`src/rtl/async_count_reader.sv`:
```
// async_count_reader: samples a ripple counter into the clk domain and publishes each stable value with step size and wrap
//
// Ports:
//   i_clk        system clock, rising edge
//   i_reset      synchronous active-high reset
//   i_count_in   raw ripple-counter value, asynchronous to i_clk
//   i_sel        source direction (1 = up, 0 = down), sampled at acceptance
//   o_count_out  last accepted count
//   o_valid      one-cycle pulse when o_count_out updates
//   o_delta      steps moved since previous accepted value, modulo 2^N
//   o_wrap       one-cycle pulse with o_valid when the move crossed the 0/2^N-1 boundary
module async_count_reader #(
    parameter int N      = 3,
    parameter int STABLE = 2
) (
    input  logic         i_clk,
    input  logic         i_reset,
    input  logic [N-1:0] i_count_in,
    input  logic         i_sel,
    output logic [N-1:0] o_count_out,
    output logic         o_valid,
    output logic [N-1:0] o_delta,
    output logic         o_wrap
);
    localparam int SW = $clog2(STABLE + 1);

    typedef enum logic {INIT, TRACK} state_t;

    state_t        r_state, w_next;
    logic [N-1:0]  r_s1, r_s2, r_s3;
    logic [SW-1:0] r_stab;
    logic          w_stable, w_accept, w_wrap;
    logic [N-1:0]  w_delta;

    always_comb begin
        // stab reflects the history up to the previous s2; the s2 == s3 term
        // keeps a freshly changed s2 from riding on a saturated count
        w_stable = (r_stab == SW'(STABLE)) && (r_s2 == r_s3);
        w_next   = r_state;
        w_accept = 1'b0;
        w_delta  = '0;
        w_wrap   = 1'b0;
        if (r_state == INIT) begin
            w_accept = w_stable;
            w_next   = w_stable ? TRACK : INIT;
        end else begin
            w_accept = w_stable && (r_s2 != o_count_out);
            w_delta  = i_sel ? r_s2 - o_count_out : o_count_out - r_s2;
            w_wrap   = i_sel ? (r_s2 < o_count_out) : (r_s2 > o_count_out);
        end
    end

    always_ff @(posedge i_clk) begin
        if (i_reset) begin
            r_s1        <= '0;
            r_s2        <= '0;
            r_s3        <= '0;
            r_stab      <= '0;
            r_state     <= INIT;
            o_count_out <= '0;
            o_delta     <= '0;
            o_valid     <= 1'b0;
            o_wrap      <= 1'b0;
        end else begin
            r_s1    <= i_count_in;
            r_s2    <= r_s1;
            r_s3    <= r_s2;
            r_stab  <= (r_s2 != r_s3) ? '0 : (r_stab == SW'(STABLE)) ? r_stab : r_stab + 1'b1;
            r_state <= w_next;
            o_valid <= w_accept;
            o_wrap  <= w_accept & w_wrap;
            if (w_accept) begin
                o_count_out <= r_s2;
                o_delta     <= w_delta;
            end
        end
    end
endmodule

```
`config.mk`:
```
export PLATFORM = sky130hd
export DESIGN_NAME = async_count_reader
export DESIGN_NICKNAME = d
export VERILOG_FILES = /design/src/rtl/async_count_reader.sv
export SDC_FILE = /design/constraint.sdc
export NUM_CORES = 1
export LEC_CHECK = 0
export CORE_MARGIN = 2
export CORE_UTILIZATION = 50
export DETAILED_ROUTE_END_ITERATION = 10
export PLACE_DENSITY = 0.76
export SLEW_MARGIN = 20
export SYNTH_ARGS = -nofsm -noshare
export SYNTH_HDL_FRONTEND = slang
export SYNTH_SLANG_ARGS = --single-unit
```
`constraint.sdc`:
```
create_clock -name i_clk -period 2.3 [get_ports i_clk]
set_input_delay 0.575 -clock i_clk [delete_from_list [all_inputs] [get_ports i_clk]]
set_output_delay 0.575 -clock i_clk [all_outputs]
set_load 0.01 [all_outputs]
```
==> qor.csv <==
metric;value;unit
switchingPower;144;uW
synth_top_cells_by_count;20 x dfxtp_1, 10 x inv_1, 9 x nor2_1, 9 x nor2b_1, 5 x ha_1;
p_clk_frac;0.311;
dieArea;0.00215;mm2
synthTopCellsByArea;dfxtp_1 45%, ha_1 7.0%, nor2b_1 6.3%, mux2_4 5.0%, fa_1 4.5%;
yosys_warnings;0;
hp-class;reg2reg;
drtAntennaViolNets;0;
grt_pass1_vias;496;
synth_cell_types;24;
arrival;2.04;ns
rsz0062_at_grt;no;
ctsResizeCount;0;
start_util;0.525;
syn_nets;100;
fp.coreArea;0.00171;mm2
chipWidth;46.4;um
synthMostInstantiatedCell;dfxtp_1;
port-buffer-count;13;
globalplace.congestion;0.829;
path_max_fanout;8;
yosysTopAreaCellShare;0.446;
r2r_start;o_count_out[1];
worst_pin_slew;0.451;ns
cts_buffers;3;
setup_viol;0;
slew_viol_final;0;
cp-startpoint;o_count_out[1];
crit_required;2.48;ns
drive_above_1_share;0.118;
grt_max_degree;14;
hp-start;r_s1[1];
drt_first_pass_iters;2;
hold_viol;0;
timing.fmax;0.539;GHz
leakagePower;0.000431;uW
grt_pass1_wl;2140;um
relSlewSlack;0.698;
routed_wl;1340;um
vdd_drop_max;0.326;mV
tritoncts;built;
yosys.area.top_type;dfxtp_1;
synth_cells;87;
cts-root-buf;clkbuf_4;
endpoint_kind;flop;
yosysSeqAreaShare;0.446;
cts.path.max_buffers;2;
fillers;148;
drtIter0Drc;7;
synthFlopType;dfxtp_1;
pre_cts_ws;0.369;ns
fin_skew;0.00989;ns
cts_htree_levels;1;
num_vias;584;
ioPinCount;14;
wire_per_inst;10.5;um
comb_power_share;0.116;
fin_crit;1.86;ns
drc;0;
power.density;588;mW/mm2
status;completed;
vias_per_cell;4.60;
overflow;0;
async_flop_share;0;
cts.sinks;20;
synth_edf_count;0;
cts_setup_buffers;0;
hold_slack;0.444;ns
track_usage;0.145;
internal_power;493;uW
power_frac_seq;0.574;
diodes;0;
postCtsHoldBufs;0;
drv_cap;0;
r2r_slack;0.44;ns
dp_hpwl;1040;um
synth-seq-cells;20;
tns;0;ns
finalWorstSetupSlack;0.443;ns
num_rows;15;
final_nets;116;
power.switching_fraction;0.226;
crit_type;reg2reg;
clk_latency;0.29;ns
synthToLayoutAreaGrowth;20.8;%
start_kind;flop;
synth_area;897;um2
antenna_found_initial;0;
period_share;0.807;
avgSynthCellArea;10.3;um2
path_clk_slew;0.10;ns
die_h;46.4;um
-- critical path, stage by stage (launching register included) --
cell and delay (ns):
dfxtp_1 0.40, inv_1 0.11, ha_1 0.32, and3_4 0.19, a21o_1 0.39, mux2_4 0.34
-- logic make-up after synthesis --
kind of cell,Yosys count,synth area share
buffers and inverters,13,0.0628
DFF,20,0.446
muxes,8,0.107
AOI/OAI and AO/OA,7,0.0572
xor gates and xnor gates,5,0.0488
and+or+nand+nor,27,0.163
adders and majority gates,7,0.114
-- per-layer routing --
metal	vias to the layer above	global-route usage	wire, um
met3	2	0.0471	46
li1	313	-	-
met2	11	0.225	635
met1	258	0.179	643
met4	0	0.0686	12
met5	-	0	0
-- registers in the layout (all words and copies together) (netlist names) --
signal,flops
r_s3,3
o_count_out,3
o_valid,1
r_s2,3
o_delta,3
r_s1,3
r_state,1
r_stab,2
o_wrap,1
-- final timing paths --
check,to,depth (start not counted)
worst min register to register,r_s2[1],1
worst min-delay path,r_s2[1],1
worst max-delay path,o_count_out[0],5
worst max register to register,o_count_out[0],5
-- layout by cell type (no fill, tap or decap) --
cell type	count
nand3_1	2
nor4_1	1
buf_4	1
dfxtp_1	20
clkbuf_8	1
clkdlybuf4s50_1	13
nand4_1	2
mux2_2	1
a21oi_1	3
a31o_2	1
xnor2_1	4
clkbuf_4	3
a2111oi_2	1
nor2_1	9
and3_4	1
nor2b_1	9
fa_1	2
nand2_1	2
ha_1	5
xor2_1	1
mux2_4	3
mux2i_1	4
a21o_1	1
or3b_1	1
inv_1	10
o21ai_0	1
-- through the flow --
step | util | area, um2 | std cells | total power [uW]
finish | 0.634 | 1080 | 127 | 637
global route | 0.634 | 1080 | 127 | 671
CTS | 0.634 | 1080 | 127 | 645
detailed placement | 0.613 | 1050 | 123 | 448
global placement | 0.613 | 1050 | 123 | 445
floorplan | - | 897 | 87 | 426
-- power groups by stage --
stage               clock [uW]  sequential [uW]  combinational (uW)
finish                     198              366                73.6
global route               221              367                83.1
CTS                        205              366                74.5
detailed placement           0              373                74.2
global placement             0              373                72.0
floorplan                    0              373                53.5
-- cell type report --
cell class              count  area [um2]  area share
multi-input cells          54         440       0.406
repair buffers             14         138       0.127
inverters                  10        37.5      0.0346
clock buffers               4        36.3      0.0335
well taps                  25        31.3      0.0289
flip-flops and latches     20         400       0.370
No activity file was read; power rests on OpenSTA's default activity.
